[src/rtl/snake_body_sched.sv]
// Snake body ring scheduler: segment ring with push/pop game steps and a
// renderer scan port. Optional dropped-tick counter under SNAKE_TICK_MISS_EN.
module snake_body_sched #(
  parameter int         MAX_LEN  = 64,
  parameter int         INIT_LEN = 3,
  parameter logic [2:0] INIT_DIR = 3'd0
) (
  input  logic                       clk,
  input  logic                       reset,
  input  logic                       tick,
  input  logic                       grow,
  input  logic [2:0]                 dir_in,
  input  logic                       scan_req,
  input  logic [$clog2(MAX_LEN)-1:0] scan_idx,
  output logic                       scan_ack,
  output logic [2:0]                 scan_data,
  output logic                       scan_valid,
  output logic [$clog2(MAX_LEN):0]   len,
  output logic                       busy,
  output logic                       step_done,
  output logic                       ovf,
  output logic [7:0]                 miss_cnt
);

  localparam int AW = $clog2(MAX_LEN);
  localparam int LW = AW + 1;

  typedef enum logic [2:0] {
    S_INIT,
    S_IDLE,
    S_PUSH,
    S_POP,
    S_SCAN
  } state_t;

  state_t        state, state_nxt;
  logic [AW-1:0] head, tail, init_cnt;
  logic [LW-1:0] len_r;
  logic          ovf_r;
  logic          full;
  logic          grow_l;
  logic [2:0]    dir_l;
  logic [AW-1:0] scan_addr;
  logic          scan_oob;
  logic [2:0]    ring [MAX_LEN];

  assign full = (len_r == LW'(MAX_LEN));
  assign busy = (state != S_IDLE);
  assign len  = len_r;
  assign ovf  = ovf_r;

  always_comb begin
    state_nxt = state;
    case (state)
      S_INIT: if (init_cnt == AW'(INIT_LEN - 1)) state_nxt = S_IDLE;
      S_IDLE: begin
        if (tick)          state_nxt = S_PUSH;
        else if (scan_req) state_nxt = S_SCAN;
      end
      S_PUSH: state_nxt = (grow_l && !full) ? S_IDLE : S_POP;
      S_POP:  state_nxt = S_IDLE;
      S_SCAN: state_nxt = S_IDLE;
      default: state_nxt = S_INIT;
    endcase
  end

  always_ff @(posedge clk) begin
    if (reset) begin
      state      <= S_INIT;
      head       <= AW'(INIT_LEN);
      tail       <= '0;
      len_r      <= LW'(INIT_LEN);
      ovf_r      <= 1'b0;
      init_cnt   <= '0;
      scan_ack   <= 1'b0;
      scan_valid <= 1'b0;
      step_done  <= 1'b0;
      scan_data  <= 3'd0;
    end else begin
      state      <= state_nxt;
      scan_ack   <= 1'b0;
      scan_valid <= 1'b0;
      step_done  <= 1'b0;
      case (state)
        S_INIT: init_cnt <= init_cnt + AW'(1);
        S_IDLE: if (!tick && scan_req) scan_ack <= 1'b1;
        S_PUSH: begin
          head <= head + AW'(1);
          if (grow_l && !full) begin
            len_r     <= len_r + LW'(1);
            step_done <= 1'b1;
          end else if (grow_l) begin
            ovf_r <= 1'b1;
          end
        end
        S_POP: begin
          tail      <= tail + AW'(1);
          step_done <= 1'b1;
        end
        S_SCAN: begin
          scan_valid <= 1'b1;
          scan_data  <= scan_oob ? 3'd0 : ring[scan_addr];
        end
        default: ;
      endcase
    end
  end

  // Step/scan operands captured in IDLE so the requester may change inputs afterwards
  always_ff @(posedge clk) begin
    if (state == S_IDLE) begin
      if (tick) begin
        grow_l <= grow;
        dir_l  <= dir_in;
      end else if (scan_req) begin
        scan_addr <= head - AW'(1) - scan_idx;
        scan_oob  <= ({1'b0, scan_idx} >= len_r);
      end
    end
  end

  always_ff @(posedge clk) begin
    if (!reset) begin
      if (state == S_INIT)      ring[init_cnt] <= INIT_DIR;
      else if (state == S_PUSH) ring[head]     <= dir_l;
    end
  end

`ifdef SNAKE_TICK_MISS_EN
  logic [7:0] miss_r;

  always_ff @(posedge clk) begin
    if (reset)                                  miss_r <= 8'd0;
    else if (tick && busy && miss_r != 8'hFF)   miss_r <= miss_r + 8'd1;
  end

  assign miss_cnt = miss_r;
`else
  assign miss_cnt = 8'd0;
`endif

endmodule
[config.mk]
export PLATFORM = sky130hd
export DESIGN_NAME = snake_body_sched
export DESIGN_NICKNAME = d
export VERILOG_FILES = /design/src/rtl/snake_body_sched.sv
export SDC_FILE = /design/constraint.sdc
export NUM_CORES = 1
export LEC_CHECK = 0
export BUFFER_PORTS_ARGS = -buffer_cell sky130_fd_sc_hd__buf_2
export CORE_MARGIN = 4
export CORE_UTILIZATION = 62
export DETAILED_ROUTE_END_ITERATION = 10
export PLACE_DENSITY = 0.76
export RECOVER_POWER = 25
export SLEW_MARGIN = 25
export SYNTH_ARGS = -nofsm -noshare
export SYNTH_HDL_FRONTEND = slang
export SYNTH_SLANG_ARGS = --single-unit
[constraint.sdc]
create_clock -name clk -period 2.9 [get_ports clk]
set_input_delay 0.58 -clock clk [delete_from_list [all_inputs] [get_ports clk]]
set_output_delay 0.58 -clock clk [all_outputs]
set_load 0.005 [all_outputs]
---- Yosys cells after proc, flatten, opt, wreduce, memory -nomap -nowiden ----
Memory sizes are Yosys's and may differ from the RTL's. A register that Yosys moved wholly into a read port is not among the register bits.
Index checks and enable logic that the tools add are counted.
storage, ports and cells
  bits in writable memories ............... 192
  output and inout bits ................... 23
  memories ................................ 1
  bits in registers ....................... 40
  logic and storage cells ................. 66
  input port bits ......................... 14
memories
  name  depth  width  rd ports  clocked after Yosys merged registers in  write ports  RTL line  text
  ring  64     3      1         1                                        1            45        logic [2:0] ring [MAX_LEN];
operators by class
  bitwise operators ....................... 3
  $add $sub $neg .......................... 5
  muxes and demuxes ....................... 21
  order comparisons ....................... 1
  reductions and logical operators ........ 13
  equality and inequality tests ........... 9
operator list
  operator                                                                  count
  3-bit two-way mux                                                         5
  6-bit by 1-bit adder with 6-bit output (second input constant)            2
  6-bit two-way mux                                                         2
  3-bit one-hot mux with 4 select lines                                     1
  1-bit two-way mux                                                         11
  7-bit by 1-bit adder with 7-bit output (second input constant)            1
  7-bit == test (second input constant)                                     1
  6-bit by 7-bit greater-or-equal comparator with 1-bit output              1
  3-bit by 2-bit == test with 1-bit output (second input constant)          2
  6-bit by 2-bit == test with 1-bit output (second input constant)          1
  2-bit AND reduction                                                       3
  3-bit AND reduction                                                       2
  6-bit by 1-bit subtractor with 6-bit output (second input constant)       1
  6-bit subtractor                                                          1
  2-bit OR reduction                                                        2
  3-bit by 1-bit == test with 1-bit output (second input constant)          1
  3-bit == test (second input constant)                                     1
  3-bit zero test                                                           1
  3-bit by 1-bit inequality test with 1-bit output (second input constant)  1
  3-bit inequality test (second input constant)                             1
  1-bit NOT                                                                 3
  3-bit OR reduction                                                        1
  1-bit logical AND                                                         2
  1-bit zero test                                                           2
  3 further kinds                                                           3

---- Logic depth before layout (Yosys ltp) ----
Gate-level depths: netlist of run 1.
  word-level depth ........................ 7
  gate-level depth with buffers ........... 9

---- Least setup slack after synthesis of run 1 ----
No wires, ideal clock.
  path kind ............................... in2reg
  start point ............................. in reset
  end point ............................... mem ring[12][0] (enable)
  stages on the path ...................... 8
  path buffers ............................ 2
  data arrival time ....................... 1.778 ns
  setup slack ............................. 0.803 ns
  required time ........................... 2.580 ns
  path through ............................ nor3_2 -> and2_1 -> buf_2 -> buf_2 -> nand3b_1 -> o21ai_0 -> nand2_1 -> nor2_1
between the ends
  cells in the longest elaborated chain, start to end .. 4
RTL lines
  what                                                              RTL line  text
  from (decl)                                                       9         input logic reset,
  1-bit two-way mux                                                 123       if (!reset) begin
  1-bit two-way mux (not written as such)                           125       else if (state == S_PUSH) ring[head] <= dir_l;
  3-bit OR reduction (no line)                                      --
  6-bit two-way mux (no line) or 1-bit two-way mux (tied branches)  --
  to (decl)                                                         45
Parallel ways exist; a longest one is shown, timed or not.

==> results of run 1 <==
-- registers in the layout, summed over array words and instances, names as in the netlist, 3 cells and up, named ones only --
register,flops
dir_l,3
head,6
init_cnt,6
len,7
ring,192
scan_addr,6
scan_data,3
state,3
-- critical path, stage by stage (launching register included) --
cell	delay (ns)
dfxtp_2	0.55
buf_4	0.40
mux4_2	0.59
mux2i_1	0.20
o32ai_1	0.12
o21ai_0	0.31
nand3_1	0.11
-- Yosys cell counts (10+ instances only) --
master	count	area, um2
a21oi_1	10	50.1
nand2_1	52	195
o21ai_0	14	70.1
ha_1	16	200
xnor2_1	12	105
edfxtp_1	203	6100
inv_1	17	63.8
buf_4	14	105
nor2_1	93	349
mux2i_1	10	100
mux4_2	42	946
dfxtp_1	35	701
-- path summary, 6_finish.rpt --
| path | startpoint | end | cells after the start |
|---|---|---|---|
| worst max-delay path | flop | scan_data[1]$_SDFFE_PP0P_ | 6 |
| worst min-delay path | dir_in[1] | dir_l[1]$_DFFE_PP_ | 1 |
| worst min register to register | scan_addr[1]$_DFFE_PP_ | flop | 2 |
| worst max register to register | flop | scan_data[1]$_SDFFE_PP0P_ | 6 |
-- power groups by stage --
| stage | clock network, W | logic (W) | registers, W |
|---|---|---|---|
| 2_1_floorplan | 0 | 0.000556 | 0.00389 |
| 3_3_place_gp | 0 | 0.000702 | 0.00394 |
| 3_5_place_dp | 0 | 0.000725 | 0.00395 |
| 4_1_cts | 0.00294 | 0.000733 | 0.00388 |
| 5_1_grt | 0.00311 | 0.000792 | 0.00388 |
| 6_report | 0.00290 | 0.000725 | 0.00388 |
-- kinds of logic after synthesis --
family	Yosys count	share of synthesized area [%]
DFF	238	67.2
adders and majority gates	17	2.18
muxes	65	13.0
other	1	0.0371
and+or+nand+nor	202	9.22
xor gates and xnor gates	19	1.64
AOI/OAI and AO/OA	60	3.93
buffers and inverters	52	2.86
-- per-stage QoR --
| stage | total power [W] | hold slack [ns] | cells |
|---|---|---|---|
| finish | 0.00750 | 0.245 | 934 |
| global route | 0.00779 | 0.237 | 934 |
| CTS | 0.00755 | 0.231 | 934 |
| detailed placement | 0.00467 | 0.431 | 892 |
| global placement | 0.00464 | 0.422 | 892 |
| floorplan | 0.00445 | 0.415 | 661 |
-- final cells by class --
cell class,count,area (um2)
Clock inverter,6,41.3
Tap cell,216,270
Timing Repair Buffer,49,298
Inverter,18,67.6
Sequential cell,238,6800
Fill cell,1043,4700
Multi-Input combinational cell,371,3050
Clock buffer,36,716
-- layer usage --
metal	part of all wire, %	GRT usage, %	routed length, um
met5	0	0	0
met4	2.7	8.12	562
met1	40	34.1	8450
met3	7.2	3.45	1500
met2	50	38.5	10500
==> results.ini, run 1 <==
[timing]
rsz0062_at_grt=false
hold_viol_final=0
fin_crit_ns=2.41
worst_slew_pin_slew_ns=1.22
setup_viol=0
fmax_ghz=0.415
drv_slew=0
slew_headroom_pct=18.7
fin_setup_tns_ns=0
fin_crit_sh_pct=83.0
finalClockSkew_ns=0.0194
fin_ws_ns=0.492

[placement]
place_hpwl_um=13800
dpl_cell_area_mm2=0.0105
pre_cts_ws_ns=0.262
portBuffers=28
gp_congestion=0.837

[power]
p_int_w=0.00579
power.switching_w=0.00171
pwr_density_cell_mw_per_mm2=668
clkPwrFrac_pct=38.7
ir_drop_mv=0.487
p_leak_nw=3.82
p_comb_share_pct=9.7
netSwitchingFraction_pct=22.8
power_frac_seq_pct=51.7

[clock_network]
ctsRootBufferMaster=clkbuf_16
clock_latency_ns=0.51
cts_hold_buf=0
path_clk_slew_ns=0.07
cts_sinks=238
cts_tree=built
clockBufferDepth=3
ctsResizeCount=0
cts_max_level=1
cts_setup_buffers=0
cts_buffers=23

[yosys]
syn_area_mm2=0.0101
synth_cells=654
synth_cell_types=55
ys.flop_type=edfxtp_1
yosysSeqAreaShare_pct=67.2
ys_ff_latch=238
yosysWarnings=0
synth.avg_cell_area_um2=15.5
synth-edff-count=203
synthArstFlopShare_pct=0

[detailed_routing]
vias_per_cell=6.16
dr.pass1.iters=5
ant_nets=0
wl_um=21000
drtIter0Drc=583
drc=0
wire_per_inst_um=22.5
vias=5752

[layout]
final_cell_mix=203 x edfxtp_1, 93 x nor2_1, 52 x nand2_1, 42 x mux4_2, 33 x dfxtp_1
area_growth_pct=11.1
num_antenna_cells=0
mostFrequentLayoutCell=edfxtp_1
layout-drive-gt1-share_pct=18.5
fin_util_pct=70.5
fin_nets=732
final_area_mm2=0.0112

[floorplan]
ios=37
coreArea_mm2=0.0159
die_x_um=136
start_util_pct=63.5
rows=46
die-area_mm2=0.0184
die_y_um=136

[critical_path]
crit_path_start_kind=flop
r2r_slack_ns=0.49
crit_arrival_ns=2.80
cp_max_fo=18
critPathKind=reg2reg
endpoint_kind=flop
crit_required_ns=3.29

[grt]
globalRouteOverflowTotal=0
track_usage_pct=23.9
grt_start_max_net_pins=65
grt_pass1_wl_um=33300
antenna_found_initial=0
grt_pass1_vias=5852

[outcome]
status=completed

[hold_path]
min-delay-path-class=in2reg

[run]
drv_cap=0

No activity file was read; power rests on OpenSTA's default activity.
==> run 2, diff against run 1 <==
- CORE_UTILIZATION: 62 -> 56
- PLACE_DENSITY: 0.76 -> 0.72
- clock period: 2.9 -> 2.15 ns (I/O delays scaled with it)
==> run 2 against run 1 <==
Effect of this change: sequential share of layout area shrank 2.4 points; final cell count grew 5.8%; worst hold slack lost 0.14 ns; sequential cell count is the same; critical path depth is the same; clock-buffer cell count shrank 1; utilization shrank 3.5 points; register-to-register slack lost 0.40 ns; first-iteration DRC count shrank 19%; routed wire length grew 0.98%; sequential power grew 34%; critical endpoint unchanged; largest power group unchanged.
==> results.ini, run 2 (synthesis gave the netlist of run 1 again) <==
[outcome]
status=completed  ; unchanged

[detailed_routing]
vias_per_cell=5.91  ; was 6.16
drc=0  ; unchanged
vias=5839  ; was 5752
wire_per_inst_um=21.5  ; was 22.5 um
dr.pass1.iters=4  ; was 5
ant_nets=0  ; unchanged
drtIter0Drc=473  ; was 583
wl_um=21200  ; was 21000 um

[critical_path]
endpoint_kind=flop  ; unchanged
cp_num_buf_inv=2  ; was 1
crit_arrival_ns=2.43  ; was 2.80 ns
critPathKind=reg2reg  ; unchanged
crit_path_start_kind=flop  ; unchanged
rr_worst_depth=6  ; unchanged
worstPathCellList=buf_12 > buf_16 > mux4_1 > mux2_2 > o2111ai_1 > nand3_1  ; was buf_4 > mux4_2 > mux2i_1 > o32ai_1 > o21ai_0 > nand3_1
crit_required_ns=2.52  ; was 3.29 ns
cp_max_fo=16  ; was 18
slowest_stage=mux4_1  ; was mux4_2
max_stage_delay_ns=0.60  ; was 0.59 ns
path_delay_family=multiplexers  ; unchanged
cp_num_cells=6  ; unchanged

[power]
p_leak_nw=4.07  ; was 3.82 nW
pwr_density_cell_mw_per_mm2=878  ; was 668 mW/mm2
ir_drop_mv=0.688  ; was 0.487 mV

[clock_network]
ctsRootBufferMaster=clkbuf_16  ; unchanged
clockBufferDepth=3  ; unchanged
cts_sinks=238  ; unchanged
cts_buffers=23  ; unchanged
clock_latency_ns=0.50  ; was 0.51 ns
cts_tree=built  ; unchanged
path_clk_slew_ns=0.06  ; was 0.07 ns
cts_hold_buf=0  ; unchanged
cts_max_level=1  ; unchanged

[floorplan]
die_x_um=142  ; was 136 um
coreArea_mm2=0.0175  ; was 0.0159 mm2
ios=37  ; unchanged
start_util_pct=57.9  ; was 63.5%
die_y_um=142  ; was 136 um
rows=48  ; was 46
die-area_mm2=0.0203  ; was 0.0184 mm2

[grt]
antenna_found_initial=0  ; unchanged
grt_pass1_vias=6118  ; was 5852
track_usage_pct=21.4  ; was 23.9%
grt_pass1_wl_um=33700  ; was 33300 um
grt_start_max_net_pins=65  ; unchanged
globalRouteOverflowTotal=0  ; unchanged

[layout]
fin_nets=778  ; was 732
num_antenna_cells=0  ; unchanged
top_register=ring  ; unchanged
layoutNonFillerInstCount=988  ; was 934
layout-drive-gt1-share_pct=25.6  ; was 18.5%
regArea_mm2=0.00680  ; about the same
final_cell_mix=203 x edfxtp_1, 82 x nor2_1, 57 x buf_4, 52 x nand2_1, 42 x mux4_2  ; was 203 x edfxtp_1, 93 x nor2_1, 52 x nand2_1, 42 x mux4_2, 33 x dfxtp_1
area_growth_pct=15.7  ; was 11.1%
fin_util_pct=67.0  ; was 70.5%
multi_input_area_mm2=0.00309  ; was 0.00305 mm2
fillers=1160  ; was 1043
mostFrequentLayoutCell=edfxtp_1  ; unchanged
largest_reg_flops=192  ; unchanged

[placement]
portBuffers=28  ; unchanged
place_hpwl_um=14000  ; was 13800 um
gp_congestion=0.811  ; was 0.837
dp_cells=941  ; was 892

[timing]
finalClockSkew_ns=0.0104  ; was 0.0194 ns
hold_viol_final=0  ; unchanged
setup_viol=0  ; unchanged
fmax_ghz=0.485  ; was 0.415 GHz
rsz0062_at_grt=true  ; was false
fin_crit_sh_pct=95.9  ; was 83.0%
drv_slew=0  ; unchanged
fin_crit_ns=2.06  ; was 2.41 ns
worst_slew_pin_slew_ns=0.726  ; was 1.22 ns
fin_setup_tns_ns=0  ; unchanged
slew_headroom_pct=51.6  ; was 18.7%
hold_ws_ns=0.106  ; was 0.245 ns

[run]
drv_cap=0  ; unchanged

[hold_path]
min-delay-path-class=in2reg  ; unchanged
hold_depth=1  ; unchanged

-- run 2: worst paths after layout --
check             slack [ns]              startpoint                   endpoint
setup / recovery        0.09                    flop  scan_data[1]$_SDFFE_PP0P_
hold / removal          0.11               dir_in[1]         dir_l[1]$_DFFE_PP_
setup reg to reg        0.09                    flop  scan_data[1]$_SDFFE_PP0P_
hold reg to reg         0.45  scan_addr[0]$_DFFE_PP_                       flop
-- run 2: per-stage QoR --
stage	power [W]	instance area, um2	worst slack (ns)
detailed placement	0.00641	10900	-0.346
CTS	0.0103	11700	0.0189
finish	0.0103	11700	0.0873
floorplan	0.00600	10100	0.116
global route	0.0106	11700	-0.0365
global placement	0.00637	10900	-0.293
-- run 2: repair_timing --
action / 4_1_cts / 5_1_grt
buffers inserted: 0 / 5
pin swaps: 0 / 1
gates cloned: 1 / 0
resized for setup: 4 / 13
setup endpoints to repair: 156 / 144
-- run 2: per-layer routing --
metal	vias to the layer above	global-route usage (%)	part of all wire, %	wire [um]
li1	2661	-	-	-
met1	2958	29.7	42	8910
met2	182	36.4	50	10600
met3	38	2.52	5.3	1120
met4	0	5.50	2.5	529
met5	-	0	0	0
-- run 2: final cells by class --
cell class	count	area share, %
Clock buffer	35	5.83
Timing Repair Buffer	95	6.16
Multi-Input combinational cell	371	26.4
Clock inverter	6	0.534
Inverter	18	0.577
Sequential cell	238	58.1
Tap cell	225	2.41
-- run 2: report_power, final --
group          switching (W)  total, W  internal (W)
sequential         0.0000962   0.00520       0.00510
clock                0.00162   0.00393       0.00231
combinational       0.000639   0.00115      0.000514
total                0.00235    0.0103       0.00792
